## config.mk

```make
export PLATFORM = sky130hd
export DESIGN_NAME = seq_alu
export DESIGN_NICKNAME = d
export VERILOG_FILES = /design/src/rtl/alu_pkg.sv /design/src/rtl/alu_mul_seq.sv /design/src/rtl/seq_alu.sv
export SDC_FILE = /design/constraint.sdc
export NUM_CORES = 1
export LEC_CHECK = 0
export CAP_MARGIN = 30
export CORE_UTILIZATION = 59
export DETAILED_ROUTE_END_ITERATION = 8
export DONT_BUFFER_PORTS = 1
export PLACE_DENSITY = 0.78
export SETUP_SLACK_MARGIN = 0.1
export SLEW_MARGIN = 10
export SYNTH_ARGS = -nofsm -noshare
export SYNTH_HDL_FRONTEND = slang
export SYNTH_SLANG_ARGS = --single-unit
```

## constraint.sdc

```tcl
create_clock -name clk -period 2.97 [get_ports clk]
set_input_delay 0.297 -clock clk [delete_from_list [all_inputs] [get_ports clk]]
set_output_delay 0.297 -clock clk [all_outputs]
set_load 0.02 [all_outputs]
```

## src/rtl/alu_pkg.sv

```systemverilog
// Shared opcode map, handshake FSM encoding and flag bit positions for seq_alu.
package alu_pkg;

    localparam logic [3:0] OP_ADD = 4'd0;
    localparam logic [3:0] OP_SUB = 4'd1;
    localparam logic [3:0] OP_NOT = 4'd2;
    localparam logic [3:0] OP_AND = 4'd3;
    localparam logic [3:0] OP_OR  = 4'd4;
    localparam logic [3:0] OP_XOR = 4'd5;
    localparam logic [3:0] OP_GT  = 4'd6;
    localparam logic [3:0] OP_EQ  = 4'd7;
    localparam logic [3:0] OP_MUL = 4'd8;
    localparam logic [3:0] OP_SHL = 4'd9;
    localparam logic [3:0] OP_SHR = 4'd10;
    localparam logic [3:0] OP_SRA = 4'd11;

    typedef enum logic [1:0] {
        S_IDLE = 2'd0,
        S_MUL  = 2'd1,
        S_OUT  = 2'd2
    } state_t;

    localparam int FLAG_CMP   = 0;
    localparam int FLAG_CARRY = 1;
    localparam int FLAG_OVER  = 2;
    localparam int FLAG_ZERO  = 3;
    localparam int NFLAGS     = 4;

endpackage

```

## src/rtl/alu_mul_seq.sv

```systemverilog
// Unsigned shift-add multiplier, one multiplier bit per cycle for WIDTH cycles.
// done/prod are combinational so the caller can capture the product on the final iteration edge.
module alu_mul_seq
    import alu_pkg::*;
#(
    parameter int WIDTH = 8
) (
    input  logic               clk,
    input  logic               rst_n,
    input  logic               start,
    input  logic [WIDTH-1:0]   a,
    input  logic [WIDTH-1:0]   b,
    output logic               busy,
    output logic               done,
    output logic [2*WIDTH-1:0] prod
);

    localparam int CW = $clog2(WIDTH);
    localparam logic [CW-1:0] LAST = CW'(WIDTH - 1);

    logic [2*WIDTH-1:0] mcand_q, mcand_d;
    logic [2*WIDTH-1:0] acc_q, acc_d;
    logic [WIDTH-1:0]   mplier_q, mplier_d;
    logic [CW-1:0]      cnt_q, cnt_d;
    logic               busy_q, busy_d;

    always_comb begin
        mcand_d  = mcand_q;
        acc_d    = acc_q;
        mplier_d = mplier_q;
        cnt_d    = cnt_q;
        busy_d   = busy_q;
        if (start) begin
            mcand_d  = {{WIDTH{1'b0}}, a};
            mplier_d = b;
            acc_d    = '0;
            cnt_d    = '0;
            busy_d   = 1'b1;
        end else if (busy_q) begin
            acc_d    = acc_q + (mplier_q[0] ? mcand_q : '0);
            mcand_d  = mcand_q << 1;
            mplier_d = mplier_q >> 1;
            cnt_d    = cnt_q + 1'b1;
            busy_d   = (cnt_q != LAST);
        end
    end

    assign busy = busy_q;
    assign done = busy_q && (cnt_q == LAST);
    assign prod = acc_d;

    always_ff @(posedge clk or negedge rst_n) begin
        if (!rst_n) begin
            mcand_q  <= '0;
            acc_q    <= '0;
            mplier_q <= '0;
            cnt_q    <= '0;
            busy_q   <= 1'b0;
        end else begin
            mcand_q  <= mcand_d;
            acc_q    <= acc_d;
            mplier_q <= mplier_d;
            cnt_q    <= cnt_d;
            busy_q   <= busy_d;
        end
    end

endmodule

```

## src/rtl/seq_alu.sv

```systemverilog
// Registered ALU with valid/ready in and out: single-cycle ops land in OUT after one edge,
// MUL iterates in alu_mul_seq and lands in OUT on its final iteration edge.
module seq_alu
    import alu_pkg::*;
#(
    parameter int WIDTH = 8,
    parameter int SHW   = $clog2(WIDTH)
) (
    input  logic             clk,
    input  logic             rst_n,
    input  logic             in_valid,
    output logic             in_ready,
    input  logic [3:0]       op,
    input  logic [WIDTH-1:0] a,
    input  logic [WIDTH-1:0] b,
    output logic             out_valid,
    input  logic             out_ready,
    output logic [WIDTH-1:0] result,
    output logic [WIDTH-1:0] result_hi,
    output logic             cmp,
    output logic             carry,
    output logic             over,
    output logic             zero
);

    state_t              state_q, state_d;
    logic [WIDTH-1:0]    result_q, result_d;
    logic [WIDTH-1:0]    result_hi_q, result_hi_d;
    logic [NFLAGS-1:0]   flags_q, flags_d;

    logic [WIDTH-1:0]    res_c;
    logic                cmp_c, carry_c, over_c;
    logic [SHW-1:0]      sh;
    logic [WIDTH:0]      sum_w, diff_w, shl_w, shr_w;
    logic signed [WIDTH:0] sra_w;

    logic                mul_start, mul_busy, mul_done;
    logic [2*WIDTH-1:0]  mul_prod;

    assign sh     = b[SHW-1:0];
    assign sum_w  = {1'b0, a} + {1'b0, b};
    assign diff_w = {1'b0, a} - {1'b0, b};
    // Extra bit beside the operand catches the last bit shifted out (0 when sh==0).
    assign shl_w  = {1'b0, a} << sh;
    assign shr_w  = {a, 1'b0} >> sh;
    assign sra_w  = $signed({a, 1'b0}) >>> sh;

    always_comb begin
        res_c   = '0;
        cmp_c   = 1'b0;
        carry_c = 1'b0;
        over_c  = 1'b0;
        case (op)
            OP_ADD: begin
                {carry_c, res_c} = sum_w;
                over_c = (a[WIDTH-1] == b[WIDTH-1]) && (res_c[WIDTH-1] != a[WIDTH-1]);
            end
            OP_SUB: begin
                {carry_c, res_c} = diff_w;
                over_c = (a[WIDTH-1] != b[WIDTH-1]) && (res_c[WIDTH-1] != a[WIDTH-1]);
            end
            OP_NOT: res_c = ~a;
            OP_AND: res_c = a & b;
            OP_OR:  res_c = a | b;
            OP_XOR: res_c = a ^ b;
            OP_GT:  cmp_c = ($signed(a) > $signed(b));
            OP_EQ:  cmp_c = (a == b);
            OP_SHL: {carry_c, res_c} = shl_w;
            OP_SHR: {res_c, carry_c} = shr_w;
            OP_SRA: {res_c, carry_c} = sra_w;
            default: ;
        endcase
    end

    alu_mul_seq #(.WIDTH(WIDTH)) u_mul (
        .clk   (clk),
        .rst_n (rst_n),
        .start (mul_start),
        .a     (a),
        .b     (b),
        .busy  (mul_busy),
        .done  (mul_done),
        .prod  (mul_prod)
    );

    always_comb begin
        state_d     = state_q;
        result_d    = result_q;
        result_hi_d = result_hi_q;
        flags_d     = flags_q;
        mul_start   = 1'b0;
        case (state_q)
            S_IDLE: begin
                if (in_valid) begin
                    if (op == OP_MUL) begin
                        mul_start = 1'b1;
                        state_d   = S_MUL;
                    end else begin
                        result_d            = res_c;
                        result_hi_d         = '0;
                        flags_d[FLAG_CMP]   = cmp_c;
                        flags_d[FLAG_CARRY] = carry_c;
                        flags_d[FLAG_OVER]  = over_c;
                        flags_d[FLAG_ZERO]  = (res_c == '0);
                        state_d             = S_OUT;
                    end
                end
            end
            S_MUL: begin
                if (mul_busy && mul_done) begin
                    result_d            = mul_prod[WIDTH-1:0];
                    result_hi_d         = mul_prod[2*WIDTH-1:WIDTH];
                    flags_d[FLAG_CMP]   = 1'b0;
                    flags_d[FLAG_CARRY] = 1'b0;
                    flags_d[FLAG_OVER]  = (mul_prod[2*WIDTH-1:WIDTH] != '0);
                    flags_d[FLAG_ZERO]  = (mul_prod == '0);
                    state_d             = S_OUT;
                end
            end
            S_OUT: begin
                if (out_ready) state_d = S_IDLE;
            end
            default: state_d = S_IDLE;
        endcase
    end

    always_ff @(posedge clk or negedge rst_n) begin
        if (!rst_n) begin
            state_q     <= S_IDLE;
            result_q    <= '0;
            result_hi_q <= '0;
            flags_q     <= '0;
        end else begin
            state_q     <= state_d;
            result_q    <= result_d;
            result_hi_q <= result_hi_d;
            flags_q     <= flags_d;
        end
    end

    assign in_ready  = (state_q == S_IDLE);
    assign out_valid = (state_q == S_OUT);
    assign result    = result_q;
    assign result_hi = result_hi_q;
    assign cmp       = flags_q[FLAG_CMP];
    assign carry     = flags_q[FLAG_CARRY];
    assign over      = flags_q[FLAG_OVER];
    assign zero      = flags_q[FLAG_ZERO];

endmodule

```

==> results.cfg <==
[status]
status = finished with violations
violations = negative setup slack

[setup_path]
cp-start-kind = flip-flop
r2r-end = flags_q[2]$_DFFE_PN0P_
crit_path_end_kind = flip-flop
rr_worst_depth = 12
critPathArrivalTime_ns = 3.42
cp.required_ns = 3.21
r2r_slack_ns = -0.21
critPathKind = reg -> reg
r2r_start = u_mul.mplier_q[0]$_DFFE_PN0P_
path_max_fanout = 3

[die]
pin_count = 46
initial_core_util = 0.606
num_rows = 35
die_area_um2 = 9890
core_region_area_um2 = 9240
die_w_um = 99.4
die_h_um = 99.4

[grt]
grt_pass1_vias = 5380
antenna_found_initial = 0
grt_pass1_wl_um = 27900
grt_max_degree = 67
grt_overflow = 0
groute.usage.overall = 0.368

[power_and_ir_drop]
intPower_w = 0.00278
p_leak_nw = 2.87
clock_power_share = 0.177
power.share.switching = 0.415
comb_power_share = 0.500
switchingPower_w = 0.00197
vdd_ir_drop_max_mv = 0.348
powerDensity_nw_per_um2 = 737
p_seq_frac = 0.322

[detailed_routing]
wl_um = 17600
vias_per_cell = 6.63
vias = 5446
ant_nets = 0
drt-wirelength-per-cell_um = 21.4
dr.pass1.iters = 5
drc_errors = 0
drtIter0Drc = 363

[logic_synthesis]
synthArstFlopShare = 1.00
yosysWarnings = 0
synth_seq_cells = 66
synth_edf_count = 0
syn_inst = 662
synth-main-ff-cell = dfrtp_1
ys_seq_area_frac = 0.295
yosysUniqueCellTypes = 66
synth_fp_nets = 731
postSynthAreaPerCell_um2 = 8.46
syn_area_um2 = 5600

[cells_and_area]
fin_area_um2 = 6440
finalNetCount = 757
fillCellCount = 731
layout-drive-gt1-share = 0.159
finish.utilization = 0.697
area_growth_pct = 15.0
n_antenna_cell = 0

[clock_network]
clockBufferDepth = 2
cts.sinks = 66
tritoncts = yes
cts_max_level = 3
worstSkewPairLatency_ns = 0.34
cts_made_buffers = 9
cts_root_buf = clkbuf_8
path_clk_slew_ns = 0.08

[placement]
dpl-instance-area_um2 = 5900
gp_congestion = 0.996
port_buffers = 0
hpwl_um = 12500

[timing]
worst_pin_slew_ns = 0.802
finalClockSkew_ns = 0.00689
fin_setup_tns_ns = -0.318
post-route-period-util = 1.07
final.min_clock_period_ns = 3.18
finalSetupViolations = 2
fmax_mhz = 315
slew-limit-headroom = 0.461
fin_ws_ns = -0.209
hold_slack_ns = 0.0493
final_max_slew_viol_count = 0
hold_viol = 0
rsz0062_at_grt = true

[worst_hold_path]
worstHoldStart = out_ready
min_to = state_q[1]$_DFFE_PN0P_
holdPathStages = 1
worstHoldPathType = in -> reg

[job]
max_cap_viol_count = 0
## worst max path at each step
| stage | slack [ns] | cells past startpoint | from | to |
|---|---|---|---|---|
| global placement | -0.03 | 12 | u_mul.mcand_q[0]$_DFFE_PN0P_ | flags_q[2]$_DFFE_PN0P_ |
| floorplan | -0.02 | 12 | u_mul.mplier_q[0]$_DFFE_PN0P_ | flags_q[2]$_DFFE_PN0P_ |
| detailed placement | -0.12 | 12 | u_mul.mplier_q[0]$_DFFE_PN0P_ | flags_q[2]$_DFFE_PN0P_ |
| finish | -0.21 | 12 | u_mul.mplier_q[0]$_DFFE_PN0P_ | flags_q[2]$_DFFE_PN0P_ |
| global route | -0.48 | 12 | u_mul.mplier_q[0]$_DFFE_PN0P_ | flags_q[2]$_DFFE_PN0P_ |
| CTS | -0.08 | 12 | u_mul.mplier_q[0]$_DFFE_PN0P_ | flags_q[2]$_DFFE_PN0P_ |
## cells in the mapped netlist, drive strengths merged (5+ instances only)
| master | number | area share |
|---|---|---|
| or3 | 5 | 0.0056 |
| nand2 | 65 | 0.044 |
| ha | 42 | 0.094 |
| a221o | 5 | 0.0089 |
| xor2 | 6 | 0.0094 |
| nand3 | 16 | 0.014 |
| nor4 | 8 | 0.0089 |
| inv | 35 | 0.023 |
| nor2 | 55 | 0.037 |
| xnor2 | 13 | 0.020 |
| nand2b | 11 | 0.012 |
| nand4 | 5 | 0.0056 |
| mux2i | 40 | 0.071 |
| clkbuf | 18 | 0.012 |
| a31oi | 5 | 0.0056 |
| and2 | 18 | 0.020 |
| buf | 20 | 0.018 |
| mux4 | 7 | 0.029 |
| o21ai | 67 | 0.060 |
| nor2b | 8 | 0.0089 |
| dfrtp | 66 | 0.29 |
| a22o | 9 | 0.014 |
| a21oi | 33 | 0.029 |
| o22ai | 7 | 0.0078 |
| a211oi | 10 | 0.013 |
| nor3 | 12 | 0.011 |
| a21o | 10 | 0.013 |
## timing repair
item,CTS,global route
hold endpoints to repair,66,0
hold buffers,2,0
resized for setup,31,13
endpoints found under the setup margin,4,11
buffers inserted,16,4
pin swaps,10,7
## layout make-up
type | instances | area [µm²] | share of cell area
Clock buffer | 9 | 124 | 0.0192
Multi-Input combinational cell | 523 | 3840 | 0.597
Tap cell | 129 | 161 | 0.0251
Timing Repair Buffer | 53 | 435 | 0.0676
Sequential cell | 66 | 1650 | 0.257
Clock inverter | 7 | 93.8 | 0.0146
Inverter | 35 | 131 | 0.0204
## state kept, by name (all words and copies together) (netlist names)
name	count
u_mul.acc_q	16
u_mul.mcand_q	16
result	8
result_hi	8
u_mul.mplier_q	8
flags_q	4
u_mul.cnt_q	3
state_q	2
u_mul.busy	1
## worst max-delay path, cell delays in order, from the launching register on
cell and delay [ns]:
dfrtp_1 0.43, and2_4 0.17, ha_4 0.16, fa_2 0.38, a211oi_4 0.24, o21ai_2 0.10
a221oi_2 0.36, a21oi_2 0.12, xnor2_1 0.19, a21oi_2 0.09, or4_4 0.50, a22o_1 0.19
a21o_1 0.14
## logic make-up (layout without fill, tap and decap cells)
kind of cell | after synthesis | in the layout | share of synthesized area
mux | 50 | 50 | 0.107
fa+ha+maj | 45 | 45 | 0.105
compound gates | 191 | 191 | 0.224
xor+xnor | 19 | 19 | 0.0297
simple gates | 218 | 218 | 0.187
flops | 66 | 66 | 0.295
buf+inv | 73 | 104 | 0.0534
## cells in the final DEF (no fill, tap or decap), types with 7 or more instances in the layout
master,n
nor2b_1,7
dfrtp_1,65
ha_1,35
inv_1,34
and2_1,15
a22o_1,9
o21ai_0,56
nand3_1,16
nand2_1,65
nand2b_1,11
nor2_1,54
mux2i_1,40
a21oi_1,28
nor4_1,8
a211oi_1,9
clkbuf_8,9
nor3_1,11
a21o_1,10
o21ai_1,9
xnor2_1,12
buf_4,47
## per-layer routing
layer  vias to the layer above  track usage  wire (µm)
met1                      2648        0.435       6690
met2                       263        0.639       8920
met3                        69       0.0506       1080
li1                       2466            -          -
met4                         0        0.221        912
met5                         -            0          0
## metrics by stage
stage	total power, W	instances	setup WS [ns]
final	0.00475	822	-0.209
after global routing	0.00504	822	-0.480
after CTS	0.00469	824	-0.0772
after detailed placement	0.00351	790	-0.117
after global placement	0.00341	790	-0.0262
after floorplan	0.00284	662	-0.0220
## power by group through the flow
stage | clock network, W | registers, W | logic [W]
after floorplan | 0 | 0.00142 | 0.00143
after global placement | 0 | 0.00149 | 0.00192
after detailed placement | 0 | 0.00151 | 0.00201
after CTS | 0.000852 | 0.00151 | 0.00233
after global routing | 0.000890 | 0.00155 | 0.00260
final | 0.000841 | 0.00153 | 0.00238
(Power assumes the default switching activity.)
